## config.mk

```make
export PLATFORM = sky130hd
export DESIGN_NAME = ecall_io_ctrl
export DESIGN_NICKNAME = d
export VERILOG_FILES = /design/src/rtl/ecall_io_ctrl_pkg.sv /design/src/rtl/ecall_io_ctrl_btn_debounce.sv /design/src/rtl/ecall_io_ctrl.sv
export SDC_FILE = /design/constraint.sdc
export NUM_CORES = 1
export LEC_CHECK = 0
export CAP_MARGIN = 15
export CORE_ASPECT_RATIO = 0.8
export CORE_MARGIN = 4
export CORE_UTILIZATION = 39
export DETAILED_ROUTE_END_ITERATION = 7
export GPL_ROUTABILITY_DRIVEN = 0
export PLACE_DENSITY = 0.85
export SYNTH_ARGS = -nofsm -noshare
export SYNTH_HDL_FRONTEND = slang
export SYNTH_SLANG_ARGS = --single-unit
```

## constraint.sdc

```tcl
create_clock -name clk -period 2.75 [get_ports clk]
set_input_delay 0.55 -clock clk [delete_from_list [all_inputs] [get_ports clk]]
set_output_delay 0.55 -clock clk [all_outputs]
set_load 0.1 [all_outputs]
```

## src/rtl/ecall_io_ctrl_pkg.sv

```systemverilog
// Shared constants and state encoding for the ECALL I/O controller.
// Optional build macro ECALL_IO_SIGNEXT_EN is consumed in ecall_io_ctrl.sv.
package ecall_io_ctrl_pkg;

  localparam logic [31:0] ECALL_INSN = 32'h0000_0073;

  localparam logic [31:0] SVC_PRINT_INT = 32'd4;
  localparam logic [31:0] SVC_READ_INT  = 32'd5;

  localparam logic [4:0] A0_IDX = 5'd10;

  typedef enum logic [2:0] {
    IDLE,
    OUT_WAIT,
    IN_WAIT,
    IN_WRITE,
    RELEASE
  } state_t;

endpackage

```

## src/rtl/ecall_io_ctrl_btn_debounce.sv

```systemverilog
// Confirm button path: two-flop synchronizer, level debouncer
// and a one-cycle pulse on each accepted rising edge.
module btn_debounce #(
  parameter int DEBOUNCE_CYCLES = 1000000,
  parameter int CNT_W           = 20
) (
  input  logic clk,
  input  logic reset,
  input  logic btn,
  output logic press
);

  logic [1:0]       sync;
  logic             level;
  logic             level_q;
  logic [CNT_W-1:0] cnt;

  localparam logic [CNT_W-1:0] CNT_LAST =
    CNT_W'(DEBOUNCE_CYCLES - 1);

  always_ff @(posedge clk or posedge reset) begin
    if (reset) begin
      sync    <= '0;
      level   <= 1'b0;
      level_q <= 1'b0;
      cnt     <= '0;
    end else begin
      sync    <= {sync[0], btn};
      level_q <= level;
      // any cycle agreeing with the current level restarts the count
      if (sync[1] != level) begin
        if (cnt == CNT_LAST) begin
          level <= sync[1];
          cnt   <= '0;
        end else begin
          cnt <= cnt + 1'b1;
        end
      end else begin
        cnt <= '0;
      end
    end
  end

  assign press = level & ~level_q;

endmodule

```

## src/rtl/ecall_io_ctrl.sv

```systemverilog
// ECALL I/O controller: print-int to LEDs, read-int from switches.
// Define ECALL_IO_SIGNEXT_EN to sign-extend switches, else zero-extend.
module ecall_io_ctrl
  import ecall_io_ctrl_pkg::*;
#(
  parameter int SW_WIDTH        = 16,
  parameter int DEBOUNCE_CYCLES = 1000000,
  parameter int CNT_W           = 20
) (
  input  logic                clk,
  input  logic                reset,
  input  logic [31:0]         instruction,
  input  logic [31:0]         a7,
  input  logic [31:0]         a0_data,
  input  logic [SW_WIDTH-1:0] sw,
  input  logic                confirm_btn,
  output logic                pc_stall,
  output logic                io_wen,
  output logic [31:0]         io_wdata,
  output logic [31:0]         led_data,
  output logic                led_valid,
  output logic                busy
);

  state_t      state;
  logic        press;
  logic        is_print;
  logic        is_read;
  logic        ecall_hit;
  logic        suppress;
  logic        take;
  logic [31:0] sw_ext;

  btn_debounce #(
    .DEBOUNCE_CYCLES(DEBOUNCE_CYCLES),
    .CNT_W          (CNT_W)
  ) u_btn (
    .clk  (clk),
    .reset(reset),
    .btn  (confirm_btn),
    .press(press)
  );

`ifdef ECALL_IO_SIGNEXT_EN
  assign sw_ext = 32'(signed'(sw));
`else
  assign sw_ext = 32'(sw);
`endif

  assign is_print  = (a7 == SVC_PRINT_INT);
  assign is_read   = (a7 == SVC_READ_INT);
  assign ecall_hit = (instruction == ECALL_INSN)
                   && (is_print || is_read);

  // the ECALL still sits in decode while the PC advances out of RELEASE
  assign suppress = (state == RELEASE);
  assign take     = (state == IDLE) && ecall_hit && !suppress;

  assign pc_stall = !reset && (take
                  || (state == OUT_WAIT)
                  || (state == IN_WAIT)
                  || (state == IN_WRITE));

  always_ff @(posedge clk or posedge reset) begin
    if (reset) begin
      state     <= IDLE;
      io_wen    <= 1'b0;
      io_wdata  <= '0;
      led_data  <= '0;
      led_valid <= 1'b0;
      busy      <= 1'b0;
    end else begin
      io_wen <= 1'b0;
      unique case (state)
        IDLE: begin
          if (take) begin
            busy <= 1'b1;
            if (is_print) begin
              led_data  <= a0_data;
              led_valid <= 1'b1;
              state     <= OUT_WAIT;
            end else begin
              state <= IN_WAIT;
            end
          end
        end
        OUT_WAIT: begin
          if (press) state <= RELEASE;
        end
        IN_WAIT: begin
          if (press) begin
            io_wdata <= sw_ext;
            io_wen   <= 1'b1;
            state    <= IN_WRITE;
          end
        end
        IN_WRITE: begin
          state <= RELEASE;
        end
        RELEASE: begin
          state <= IDLE;
          busy  <= 1'b0;
        end
        default: begin
          state <= IDLE;
          busy  <= 1'b0;
        end
      endcase
    end
  end

endmodule
```

# Word level (Yosys, flattened, before mapping)
# Cells that the tools add are included.
[totals]
output_inout_bits = 68
wordCells = 54
inputBits = 115
register_bits = 78
[classes]
n_mux = 11
eq_ne = 12
bitwise = 3
n_reduce_logical = 17
addsub = 1
[ops]
columns = ["operator", "count"]
rows = [
  ["equality test 32 x 3 -> 1 bit (second input constant)", 2],
  ["2-to-1 mux 20 bit", 2],
  ["equality test 32 x 7 -> 1 bit (second input constant)", 1],
  ["adder 20 x 1 -> 20 bit (second input constant)", 1],
  ["equality test 20 bit (second input constant)", 1],
  ["case mux 3 bit (4 select lines)", 1],
  ["2-to-1 mux 3 bit", 3],
  ["equality test 3 x 2 -> 1 bit (second input constant)", 2],
  ["inequality test 2 bit (second input constant)", 3],
  ["AND reduction 2 bit", 3],
  ["AND reduction 3 bit", 2],
  ["logical AND 1 bit", 4],
  ["logical OR 1 bit", 4],
  ["equality test 3 x 1 -> 1 bit (second input constant)", 1],
  ["equality test 3 bit (second input constant)", 1],
  ["zero test 3 bit", 1],
  ["2-to-1 mux 1 bit", 3],
  ["OR reduction 3 bit", 1],
  ["zero test 1 bit", 2],
  ["2-to-1 mux 2 bit", 1],
  ["inverter 1 bit", 2],
  ["case mux 1 bit (2 select lines)", 1],
  ["bitwise AND 1 bit", 1],
  ["inequality test 1 bit", 1],
]

# Longest topological paths before layout
[logic_depth]
depth_word = 9
ltp_mapped = 8

# By module
# Synthesis repeated with hierarchy kept, for this count alone.
[hier_totals]
hier_cells = 279
area_unflattened_um2 = 3569.7
[modules_own_cells]
columns = ["mod", "instances", "area_each_um2", "seq_area_each_um2", "cells_per_inst"]
rows = [
  ["ecall_io_ctrl", 1, 2426.1, 1351.3, 166],
  ["btn_debounce", 1, 1143.6, 600.6, 113],
]

# Least setup slack after synthesis
# No wires, ideal clock.
[synth_timing]
path_kind = "in2out"
from = "in a7[3]"
to = "out pc_stall"
t_arrival_ns = 3.017
required_ns = 2.200
path_stages = 5
path_slack_ns = -0.817
cell_sequence = "nor4_1 > nand4_1 > nor4_2 > or2b_1 > a21oi_1"
[synth_between]
elab_chain_len = 9
word_cells_on_any_way = 10
[synth_rtl]
columns = ["element", "line_no", "source"]
rows = [
  ["from (decl)", "ecall_io_ctrl.sv:13", "input logic [31:0] a7,"],
  ["equality test 32 x 3 -> 1 bit, on equally long branches", "ecall_io_ctrl.sv:50, ecall_io_ctrl.sv:51", ""],
  ["logical OR 1 bit *", "ecall_io_ctrl.sv:53", "&& (is_print || is_read);"],
  ["logical AND 1 bit *", "ecall_io_ctrl.sv:53", ""],
  ["logical AND 1 bit * (2 in a row)", "ecall_io_ctrl.sv:57", "assign take = (state == IDLE) && ecall_hit && !suppress;"],
  ["logical OR 1 bit *", "ecall_io_ctrl.sv:60", "|| (state == OUT_WAIT)"],
  ["logical OR 1 bit *", "ecall_io_ctrl.sv:61", "|| (state == IN_WAIT)"],
  ["logical OR 1 bit *", "ecall_io_ctrl.sv:62", "|| (state == IN_WRITE));"],
  ["logical AND 1 bit *", "ecall_io_ctrl.sv:59", "assign pc_stall = !reset && (take"],
  ["to (decl)", "ecall_io_ctrl.sv:17", "output logic pc_stall,"],
]
# Mark *: on every way between the ends. The rest lies on a longest branch, timed or not.

# Worst setup path after layout
[layout_timing]
from = "in instruction[7]"
to = "out pc_stall"
[layout_between]
elab_chain_len = 8
[layout_rtl]
columns = ["element", "line_no", "source"]
rows = [
  ["from (decl)", "ecall_io_ctrl.sv:12", "input logic [31:0] instruction,"],
  ["equality test 32 x 7 -> 1 bit", "ecall_io_ctrl.sv:52", "assign ecall_hit = (instruction == ECALL_INSN)"],
  ["logical AND 1 bit", "ecall_io_ctrl.sv:53", ""],
  ["logical AND 1 bit (2 in a row)", "ecall_io_ctrl.sv:57", ""],
  ["logical OR 1 bit", "ecall_io_ctrl.sv:60", ""],
  ["logical OR 1 bit", "ecall_io_ctrl.sv:61", ""],
  ["logical OR 1 bit", "ecall_io_ctrl.sv:62", ""],
  ["logical AND 1 bit", "ecall_io_ctrl.sv:59", ""],
]
# Every way passes these cells.

==> impl_metrics.sql <==
INSERT INTO impl_metrics (metric_group, metric, value, unit) VALUES
('die', 'fp.dieArea', '0.0103', 'mm²'),
('power_and_ir_drop', 'cellPowerDensity', '435', 'mW/mm²'),
('cells_and_area', 'finish.utilization', '0.637', ''),
('cells_and_area', 'layout.cells.most_common_list', '78 x sky130_fd_sc_hd__dfrtp_1, 70 x sky130_fd_sc_hd__clkdlybuf4s50_1, 57 x sky130_fd_sc_hd__nand2_1', ''),
('sta', 'final-setup-viol-count', '1', ''),
('global_routing', 'wire_length_of_the_first_global_routing_pass', '15300', 'µm'),
('cells_and_area', 'ff_latch_area', '0.00195', 'mm²'),
('clock_network', 'clock_tree_from_tritoncts', 'done', ''),
('clock_network', 'cts.reportedPaths.clkPinSlew', '0.07', 'ns'),
('logic_synthesis', 'yosys.cell_types.count', '32', ''),
('routing', 'detail_route.first_pass.iterations', '4', ''),
('cells_and_area', 'antennaDiodeCount', '0', ''),
('clock_network', 'cts_sinks', '78', ''),
('global_routing', 'grt_max_degree', '35', ''),
('logic_synthesis', 'post_synth_design_cell_area', '0.00340', 'mm²'),
('clock_network', 'cts_made_buffers', '9', ''),
('sta', 'report.final.slew_viol_count', '0', ''),
('die', 'num_rows', '30', ''),
('power_and_ir_drop', 'p_leak', '0.00264', 'µW'),
('routing', 'route.vias.total', '2881', ''),
('sta', 'clock.fmax', '356', 'MHz'),
('setup_path', 'worst_r2r_path_depth', '6', ''),
('cells_and_area', 'filler_cell_count', '675', ''),
('die', 'core_area', '0.00848', 'mm²'),
('clock_network', 'cts.path.max_buffers', '2', ''),
('routing', 'top_signal_layer_used', 'met4', ''),
('routing', 'met3_wirelength', '962', 'µm'),
('sta', 'setup_slack', '-0.0585', 'ns'),
('setup_path', 'ff2ff_setup_slack', '0.61', 'ns'),
('global_routing', 'global_route.overflow_total', '0', ''),
('power_and_ir_drop', 'max-vdd-ir-drop', '0.297', 'mV'),
('routing', 'route.detailed.wl_per_inst', '16.2', 'µm'),
('cells_and_area', 'final_design_area_no_fill', '0.00541', 'mm²'),
('placement', 'post_dp_cell_area', '0.00504', 'mm²'),
('setup_path', 'crit_chain', 'dlygate4sd2_1 -> nor4bb_4 -> nand3_2 -> nor4_4 -> or2b_4 -> a21oi_4 -> buf_12', ''),
('clock_network', 'worst_skew_pair.late_latency', '0.34', 'ns'),
('setup_path', 'path_max_fanout', '3', ''),
('logic_synthesis', 'ys_ff_latch', '78', ''),
('routing', 'viasPerCell', '4.82', ''),
('die', 'initial_core_util', '0.401', ''),
('cells_and_area', 'flow.area_growth_from_synthesis', '58.9', '%'),
('logic_synthesis', 'post_synth_inst_count', '306', ''),
('sta', 'timing.clock.skew', '0.00754', 'ns'),
('worst_hold_path', 'hold_class', 'register to register', ''),
('sta', 'final.min_clock_period', '2.81', 'ns'),
('outcome', 'run_status', 'finished, violations left', ''),
('power_and_ir_drop', 'total_power', '2350', 'µW'),
('die', 'die-height', '91.5', 'µm'),
('routing', 'drt-met1-wl', '3790', 'µm'),
('setup_path', 'worstPathArrival', '2.26', 'ns'),
('cells_and_area', 'finish.net_count', '598', ''),
('sta', 'slew_at_the_pin_with_the_worst_max_slew_slack', '0.618', 'ns'),
('logic_synthesis', 'yosysWarnings', '0', ''),
('global_routing', 'grt_util_all_layers', '0.187', ''),
('placement', 'detailedPlacementHpwl', '7290', 'µm'),
('job', 'max_cap_violations', '0', ''),
('sta', 'post-route-period-util', '1.02', ''),
('global_routing', 'initial_antenna_violation_count', '0', ''),
('cells_and_area', 'final_layout_size_suffix_gt1_frac', '0.261', ''),
('routing', 'drtIter0Drc', '140', ''),
('placement', 'port-buffer-count', '166', ''),
('routing', 'detail_route.wirelength', '9690', 'µm'),
('placement', 'placed_cells_incl_taps', '580', ''),
('outcome', 'failed_checks', 'negative setup slack', ''),
('clock_network', 'cts_hold_repair.buffers', '0', ''),
('setup_path', 'r2r-start', 'u_btn.cnt[0]', ''),
('setup_path', 'slowest_delay', '0.34', 'ns'),
('setup_path', 'critPathLaunch', 'instruction[7]', ''),
('die', 'die_x', '112', 'µm'),
('cells_and_area', 'layout.cells.most_common', 'sky130_fd_sc_hd__dfrtp_1', ''),
('routing', 'wl_met2', '4780', 'µm');
==> cells by family after synthesis <==
kind of cell	synth area share
simple gates	0.196
flops	0.574
other cells	0.00110
buf+inv	0.0596
fa+ha+maj	0.00368
mux	0.109
xor+xnor	0.0489
compound gates	0.00809
==> layer usage <==
metal,vias up,track usage
li1,1346,-
met1,1383,0.202
met2,138,0.327
met3,14,0.0873
met4,0,0.0521
met5,-,0
==> cells in the mapped netlist <==
cell	instances	area (µm²)
sky130_fd_sc_hd__a211oi_1	1	7.51
sky130_fd_sc_hd__nor4bb_1	2	20.0
sky130_fd_sc_hd__and2_1	1	6.26
sky130_fd_sc_hd__nor4b_1	3	26.3
sky130_fd_sc_hd__xor2_1	6	52.6
sky130_fd_sc_hd__xnor2_1	13	114
sky130_fd_sc_hd__or2b_1	1	7.51
sky130_fd_sc_hd__nor4_2	1	12.5
sky130_fd_sc_hd__or2_2	2	12.5
sky130_fd_sc_hd__dfrtp_1	78	1950
sky130_fd_sc_hd__buf_6	3	33.8
sky130_fd_sc_hd__nor2_1	28	105
sky130_fd_sc_hd__o21ai_0	2	10.0
sky130_fd_sc_hd__nand2_1	58	218
sky130_fd_sc_hd__nand2_2	1	6.26
sky130_fd_sc_hd__nand3_1	9	45.0
sky130_fd_sc_hd__nor2b_1	1	6.26
sky130_fd_sc_hd__nor4_1	16	100
sky130_fd_sc_hd__mux2_2	33	372
sky130_fd_sc_hd__nand2b_1	1	6.26
sky130_fd_sc_hd__clkbuf_1	2	7.51
sky130_fd_sc_hd__inv_1	6	22.5
sky130_fd_sc_hd__ha_1	1	12.5
sky130_fd_sc_hd__nand3b_1	1	7.51
sky130_fd_sc_hd__nand4_1	6	37.5
sky130_fd_sc_hd__and4_1	2	17.5
sky130_fd_sc_hd__and3_1	1	6.26
sky130_fd_sc_hd__nor3_1	5	25.0
sky130_fd_sc_hd__a21oi_1	2	10.0
sky130_fd_sc_hd__buf_4	18	135
sky130_fd_sc_hd__conb_1	1	3.75
sky130_fd_sc_hd__clkinv_1	1	3.75
==> per-stage QoR <==
| stage | hold slack, ns | TNS (ns) | setup slack, ns |
|---|---|---|---|
| after detailed placement | 0.342 | -0.364 | -0.364 |
| after global placement | 0.335 | -0.367 | -0.367 |
| final | 0.353 | -0.0585 | -0.0585 |
| after CTS | 0.358 | -0.112 | -0.112 |
| after floorplan | 0.331 | 0 | 0.0647 |
| after global routing | 0.366 | -0.138 | -0.138 |
==> power breakdown <==
group          leakage [µW]  switching (µW)  internal, µW
clock              0.000104             401           487
sequential         0.000999            4.40          1150
combinational       0.00154             164           144
==> worst max-delay path: cells and delay by family <==
family | cells | cell delay (ns)
simple gates | 4 | 1.07
buf+inv | 2 | 0.46
compound gates | 1 | 0.17
==> worst min-delay path by stage <==
stage | startpoint | end | slack [ns] | depth (start not counted)
3_3_place_gp | u_btn.sync[0] | u_btn.sync[1] | 0.34 | 0
5_1_grt | u_btn.sync[0] | u_btn.sync[1] | 0.37 | 0
2_1_floorplan | u_btn.sync[0] | u_btn.sync[1] | 0.33 | 0
6_report | u_btn.sync[0] | u_btn.sync[1] | 0.35 | 0
4_1_cts | u_btn.sync[0] | u_btn.sync[1] | 0.36 | 0
3_5_place_dp | u_btn.sync[0] | u_btn.sync[1] | 0.34 | 0
==> repair_timing <==
action                                  in CTS  in global routing
buffers inserted                             2                  1
endpoints found under the setup margin       1                  1
pin swaps                                   15                 15
resized for setup                           47                 23
==> sequential cells by signal, indices dropped and copies added, names as in the netlist <==
signal,cells
state,3
u_btn.level,1
led_data,32
led_valid,1
u_btn.level_q,1
io_wen,1
busy,1
io_wdata,16
u_btn.cnt,20
u_btn.sync,2
==> layout make-up <==
cell class	count	area share
repair buffers	173	0.303
well taps	112	0.0259
multi-input cells	213	0.266
inverters	7	0.00486
clock buffers	12	0.0306
flip-flops and latches	78	0.361
clock inverters	3	0.00787
Note: power is estimated with default switching activity, not from simulation.
